**config.mk**
```make
export PLATFORM = sky130hd
export DESIGN_NAME = ws2812b_frame_ctrl
export DESIGN_NICKNAME = d
export VERILOG_FILES = /design/src/rtl/ws2812b_frame_ctrl.sv
export SDC_FILE = /design/constraint.sdc
export NUM_CORES = 1
export LEC_CHECK = 0
export ABC_AREA = 1
export ABC_CLOCK_PERIOD_IN_PS = 3200
export CAP_MARGIN = 20
export CELL_PAD_IN_SITES_DETAIL_PLACEMENT = 0
export CELL_PAD_IN_SITES_GLOBAL_PLACEMENT = 1
export CORE_MARGIN = 4
export CORE_UTILIZATION = 52
export CTS_BUF_LIST = sky130_fd_sc_hd__clkbuf_4
export DETAILED_ROUTE_END_ITERATION = 16
export PLACE_DENSITY_LB_ADDON = 0.1
export SYNTH_ARGS = -nofsm -noshare
export SYNTH_HDL_FRONTEND = slang
export SYNTH_SLANG_ARGS = --single-unit
```
**constraint.sdc**
```tcl
create_clock -name clk -period 3.2 [get_ports clk]
set_input_delay 0.64 -clock clk [delete_from_list [all_inputs] [get_ports clk]]
set_output_delay 0.64 -clock clk [all_outputs]
set_load 0.01 [all_outputs]
```
**src/rtl/ws2812b_frame_ctrl.sv**
```systemverilog
// Frame sequencer for the WS2812B serial driver: local GRB pixel buffer streamed over valid/ready.
// Optional global brightness scaling is compiled in when WS2812B_BRIGHTNESS_EN is defined.
module ws2812b_frame_ctrl #(
   parameter int unsigned NUM_LEDS = 16,
   parameter int unsigned IDX_W    = 5
) (
   input  logic             clk,
   input  logic             rst,
   input  logic             wr_en,
   input  logic [IDX_W-1:0] wr_addr,
   input  logic [23:0]      wr_data,
   input  logic             start,
   input  logic [IDX_W-1:0] count,
   input  logic [7:0]       brightness,
   output logic             busy,
   output logic             done,
   output logic [23:0]      pix_data,
   output logic             pix_valid,
   output logic             pix_latch,
   input  logic             pix_ready
);

   typedef enum logic [1:0] {
      IDLE  = 2'd0,
      LOAD  = 2'd1,
      OFFER = 2'd2,
      DRAIN = 2'd3
   } state_t;

   // Buffer spans the full index range so any IDX_W-bit index is in bounds;
   // entries at or above NUM_LEDS are never written and stay at zero.
   localparam int unsigned      DEPTH = 1 << IDX_W;
   localparam logic [IDX_W-1:0] LEDS  = IDX_W'(NUM_LEDS);
   localparam logic [IDX_W-1:0] ONE   = IDX_W'(1);

   state_t           state, state_nxt;
   logic [23:0]      pix_buf [DEPTH];
   logic [IDX_W-1:0] idx, idx_nxt;
   logic [IDX_W-1:0] last, last_nxt;
   logic             busy_nxt, done_nxt, valid_nxt, latch_nxt;
   logic [23:0]      data_nxt;
   logic [23:0]      load_val;
   logic             xfer;

   assign xfer = pix_valid & pix_ready;

`ifdef WS2812B_BRIGHTNESS_EN
   function automatic logic [7:0] scale_ch(input logic [7:0] c, input logic [7:0] b);
      logic [15:0] prod;
      prod = {8'h00, c} * ({8'h00, b} + 16'd1);
      return prod[15:8];
   endfunction

   always_comb begin
      load_val = {scale_ch(pix_buf[idx][23:16], brightness),
                  scale_ch(pix_buf[idx][15:8],  brightness),
                  scale_ch(pix_buf[idx][7:0],   brightness)};
   end
`else
   logic unused_brightness;
   assign unused_brightness = ^brightness;

   always_comb begin
      load_val = pix_buf[idx];
   end
`endif

   // Pixel buffer: host writes land in any state; out-of-range addresses are dropped.
   always_ff @(posedge clk) begin
      if (rst) begin
         for (int unsigned i = 0; i < DEPTH; i++) begin
            pix_buf[i] <= '0;
         end
      end else if (wr_en && (wr_addr < LEDS)) begin
         pix_buf[wr_addr] <= wr_data;
      end
   end

   always_ff @(posedge clk) begin
      if (rst) begin
         state     <= IDLE;
         idx       <= '0;
         last      <= '0;
         busy      <= 1'b0;
         done      <= 1'b0;
         pix_valid <= 1'b0;
         pix_latch <= 1'b0;
         pix_data  <= '0;
      end else begin
         state     <= state_nxt;
         idx       <= idx_nxt;
         last      <= last_nxt;
         busy      <= busy_nxt;
         done      <= done_nxt;
         pix_valid <= valid_nxt;
         pix_latch <= latch_nxt;
         pix_data  <= data_nxt;
      end
   end

   always_comb begin
      state_nxt = state;
      case (state)
         IDLE:    if (start && (count != '0)) state_nxt = LOAD;
         LOAD:    state_nxt = OFFER;
         OFFER:   if (xfer) state_nxt = (idx == last) ? DRAIN : LOAD;
         DRAIN:   if (pix_ready) state_nxt = IDLE;
         default: state_nxt = IDLE;
      endcase
   end

   always_comb begin
      idx_nxt   = idx;
      last_nxt  = last;
      busy_nxt  = busy;
      done_nxt  = 1'b0;
      valid_nxt = pix_valid;
      latch_nxt = pix_latch;
      data_nxt  = pix_data;
      case (state)
         IDLE: begin
            if (start) begin
               if (count == '0) begin
                  done_nxt = 1'b1;
               end else begin
                  last_nxt = ((count > LEDS) ? LEDS : count) - ONE;
                  idx_nxt  = '0;
                  busy_nxt = 1'b1;
               end
            end
         end
         LOAD: begin
            data_nxt  = load_val;
            latch_nxt = (idx == last);
            valid_nxt = 1'b1;
         end
         OFFER: begin
            if (xfer) begin
               valid_nxt = 1'b0;
               latch_nxt = 1'b0;
               if (idx != last) idx_nxt = idx + ONE;
            end
         end
         DRAIN: begin
            if (pix_ready) begin
               done_nxt = 1'b1;
               busy_nxt = 1'b0;
            end
         end
         default: begin
            idx_nxt   = '0;
            last_nxt  = '0;
            busy_nxt  = 1'b0;
            valid_nxt = 1'b0;
            latch_nxt = 1'b0;
            data_nxt  = '0;
         end
      endcase
   end

endmodule

```
After elaboration in Yosys (flattened, before gate mapping)
Memories as Yosys holds them, arrays and structs flattened. A register that Yosys moved wholly into a read port is not among the register bits.
Index checks and enable logic that the tools add are counted.

storage, ports and cells
  bits in registers = 16
  bits in writable memories = 768
  input bits = 47
  output and inout bits = 28
  word-level logic and storage cells = 69
  memories kept = 1

operators by class
  $add $sub $neg = 2
  order comparisons = 2
  eq/ne operators = 11
  multiplexer cells = 30
  bitwise logic cells = 2
  reductions and logical operators = 14

memory list
  name     depth  bits a word  read ports  clocked after Yosys merged registers in  wr ports  line  RTL
  pix_buf  32     24           1           1                                        32        37    logic [23:0] pix_buf [DEPTH];

operators with widths
  cell                 number
  $mux 5               6
  $mux 24              1
  $reduce_or 24->1     1
  $mux 1               13
  $ne 2x2->1 const B   6
  $pmux 5 s2           1
  $mux 2               4
  $pmux 1 s2           4
  $pmux 2 s4           1
  $reduce_and 3->1     2
  $reduce_bool 2->1    3
  $add 5x1->5 const B  1
  $eq 5x5->1           1
  $gt 5x5->1 const B   1
  $logic_not 5->1      1
  $lt 5x5->1 const B   1
  $ne 5x5->1           1
  $reduce_and 5->1     1
  $reduce_bool 5->1    1
  $sub 5x1->5 const B  1
  $eq 2x2->1 const B   2
  $reduce_and 4->1     1
  $eq 2x1->1 const B   1
  $logic_and 1x1->1    2
  4 further kinds      4

Longest topological paths before layout
  word-level depth = 7
  depth in mapped cells = 12
  mapped depth without buffers = 11

Least setup slack after synthesis
OpenSTA, ideal clock, no wires.

  kind = input to register
  from = in rst
  to = mem pix_buf[12][0], enable pin
  library setup time = 0.381 ns
  arrival = 2.147 ns
  required time = 2.819 ns
  path slack = 0.673 ns
  stages = 7
  buffers on the path = 2
  cells stage by stage = buf_2 > inv_2 > nand3b_4 > nor3_4 > nand2_2 > buf_2 > nand2_1

RTL lines
  item                line  RTL
  start: declaration  8     input logic rst,
  end: declaration    37

Worst setup path after layout
  from = reg pix_valid
  to = out pix_valid

RTL lines
  item                      line  RTL
  start: declaration        18    output logic pix_valid,
  start signal: assignment  95    pix_valid <= valid_nxt;

No word-level cell between the ends.

==> metrics.log <==
INFO  metric status = complete, no violations
INFO  metric clock_sink_count = 808
INFO  metric antenna_found_initial = 1
INFO  metric critical_path.endpoint_type = output pin
INFO  metric multiplexer_area_fraction_after_synthesis = 0%
INFO  metric die_height = 265.9 um
INFO  metric initialDrtViolationCount = 2067
INFO  metric slowest_delay = 0.56 ns
INFO  metric postSynthRegisterBits = 808
INFO  metric synth_area_in_compound_gates = 1.099%
INFO  metric power_density = 599.8 nW/um2
INFO  metric ctsHtreeMaxLevel = 4
INFO  metric worst_hold_path_type = in2reg
INFO  metric synth_simple_gate_area_share = 25.40%
INFO  metric drt.antenna.violating_nets = 0
INFO  metric crit_chain = clkdlybuf4s50_1
INFO  metric vias_per_cell = 5.075
INFO  metric grt_start_max_net_pins = 184
INFO  metric clk_latency = 1.03 ns
INFO  metric tritoncts = built
INFO  metric core_region_area = 65860 um2
INFO  metric critical_path.startpoint_type = flop
INFO  metric area_of_the_mapped_netlist = 34600 um2
INFO  metric effective_utilization_at_floorplan = 52.53%
INFO  metric timing_worst_setup_path_type = reg2out
INFO  metric worstPathMaxFanout = 3
INFO  metric timing_max_transition_violations_final = 0
INFO  metric yosysWarningCount = 0
INFO  metric timing.max_slew.rel_slack = 26.73%
INFO  metric num-nets-final = 3828
INFO  metric total_of_max_cap_violations = 0
INFO  metric finalCriticalPeriod = 2.613 ns
INFO  metric route.detailed.drc = 0
INFO  metric routed_wl = 81860 um
INFO  metric yosys.area_share.xor_xnor = 0.1519%
INFO  metric critPathSlowestCell = clkdlybuf4s50_1
INFO  metric worst-path-buf-inv = 1
INFO  metric adder_and_majority_gate_portion_of_the_synthesized_area = 0.2170%
INFO  metric post_route_core_utilization = 60.97%
INFO  metric final.setup.tns = 0 ns
INFO  metric r2r_setup_slack = 0.66 ns
INFO  metric grtUsageMet2 = 39.07%
INFO  metric cpLargestDelayFamily = buffers and inverters
INFO  metric hold-worst-slack = 0.2965 ns
INFO  metric worst_ep_required_time = 2.56 ns
INFO  metric grt_util_all_layers = 23.34%
INFO  metric final_min_period_over_clock_period = 81.66%
INFO  metric layout-area-overhead-vs-synth = 16.08%
INFO  metric die_width = 265.9 um
INFO  metric fraction_of_met1_tracks_used_by_global_routing = 31.04%
INFO  metric ir_worst_vdd = 0.3279 mV
INFO  metric busiest_layer = met2
INFO  metric floorplan.rows = 94
INFO  metric synth_instances = 3289
INFO  metric worst_slew_pin_slew = 1.099 ns
INFO  metric synth_area_per_cell = 10.52 um2
INFO  metric numPortBuffers = 66
INFO  metric drt-wirelength-per-cell = 17.09 um
INFO  metric clock_tree.root_cell = clkbuf_4
INFO  metric pin_count = 75
INFO  metric grt_first_pass_wirelength = 128400 um
INFO  metric drt_pass1_iterations = 6
INFO  metric unrepaired_setup_endpoints_after_global_routing = false
INFO  metric synth_cell_type_count = 31
INFO  metric setup-violations-final = 0
INFO  metric final_layout_size_suffix_gt1_share = 11.22%
INFO  metric globalRouteMet3Util = 4.848%
INFO  metric path_clk_slew = 0.07 ns
INFO  metric dp.final_hpwl = 46320 um
INFO  metric floorplan.die_area = 70720 um2
INFO  metric cts_made_buffers = 205
INFO  metric combinational_family_with_the_most_area_after_synthesis = simple AND/OR/NAND/NOR gates
INFO  metric static-leakage-power = 16.40 nW
INFO  metric fin_skew = 0.06770 ns
INFO  metric cp.arrival = 1.97 ns
INFO  metric place.gp.congestion = 0.8036
INFO  metric cts_max_path_buffers = 3
INFO  metric grt_pass1_vias = 24.02k
INFO  metric route.vias.total = 24.31k
INFO  metric overflow = 0
INFO  metric hold_viol_final = 0
INFO  metric maxClockFrequency = 0.3827 GHz
INFO  metric synth.yosys.seq_area_share = 68.98%
## final timing paths
check                                from     endpoint  cells after the start
worst max-delay path            pix_valid    pix_valid                      1
worst min-delay path             count[0]      last[0]                      4
worst max register to register     idx[0]  pix_data[2]                     10
worst min register to register    last[2]      last[2]                      2
## cells in the final DEF (no fill, tap or decap), drive strengths merged, types with 35 or more instances in the layout
cell	count
a21oi	39
buf	79
clkbuf	312
clkdlybuf4s50	65
clkinv	35
conb	384
dfxtp	40
edfxtp	768
inv	53
nand2	1043
nand3	632
nor2	401
## flip-flops by register name (all words and copies together), names as in the netlist
| signal | flops |
|---|---|
| pix_valid | 1 |
| busy | 1 |
| pix_buf | 768 |
| pix_latch | 1 |
| done | 1 |
| pix_data | 24 |
| last | 5 |
| state | 2 |
| idx | 5 |
## stage by stage
| step | cells | cell area (um2) | total power [mW] | setup slack, ns |
|---|---|---|---|---|
| floorplan | 3672 | 36030 | 14.62 | 0.6725 |
| finish | 4790 | 40160 | 24.09 | 0.5868 |
| global placement | 4431 | 37490 | 15.46 | 0.4772 |
| detailed placement | 4431 | 37490 | 15.56 | 0.4109 |
| CTS | 4787 | 40150 | 24.36 | 0.4577 |
| global route | 4788 | 40150 | 25.35 | 0.4502 |
## power breakdown
group          internal, mW  switching (mW)
combinational         0.899            1.74
sequential             12.4           0.284
clock                  4.80            3.95
## layout make-up
| type | instances | area (um2) |
|---|---|---|
| repair buffers | 145 | 1587 |
| diodes | 3 | 7.507 |
| fillers | 5568 | 25700 |
| multi-input cells | 2563 | 10740 |
| clock inverters | 43 | 310.3 |
| flip-flops and latches | 808 | 23880 |
| clock buffers | 312 | 2342 |
| inverters | 52 | 215.2 |
| well taps | 864 | 1081 |
## layer usage
layer,up-vias,share of wire (%),wire length [um]
met5,-,0,0
met4,0,1.7,1372
met3,97,7.2,5896
met2,767,49,40060
met1,11530,42,34530
li1,11910,-,-
## cells by family after synthesis
| logic type | count (synthesis) |
|---|---|
| simple gates | 2094 |
| flops | 808 |
| buf+inv | 301 |
| compound gates | 73 |
| xor+xnor | 6 |
| fa+ha+maj | 6 |
| other cells | 1 |
## cell usage after synthesis
master,count,share of area (%)
nand3_1,632,9.1
a21oi_1,38,0.55
xor2_1,5,0.13
nand4_2,1,0.036
edfxtp_1,768,67
buf_1,12,0.13
clkbuf_1,76,0.82
nand4_1,4,0.072
nand3b_4,1,0.058
nand2_1,1027,11
a21oi_2,1,0.025
nor3_4,4,0.19
clkinv_1,1,0.011
nor2_1,401,4.4
conb_1,1,0.011
buf_6,1,0.033
o211a_1,1,0.029
inv_2,1,0.011
o21ai_0,31,0.45
xnor2_1,1,0.025
dfxtp_1,40,2.3
nor3_1,6,0.087
inv_1,49,0.53
or2_2,2,0.036
nand2_2,16,0.29
a2bb2oi_1,1,0.025
buf_4,37,0.80
ha_1,6,0.22
a22oi_1,1,0.022
buf_2,123,1.8
inv_4,1,0.018
## what timing repair did
action / CTS / global route
buffers inserted: 0 / 0
hold buffers: 1 / 0
resized for setup: 0 / 0
endpoints found under the hold margin: 23 / 0
(Power assumes the default switching activity.)
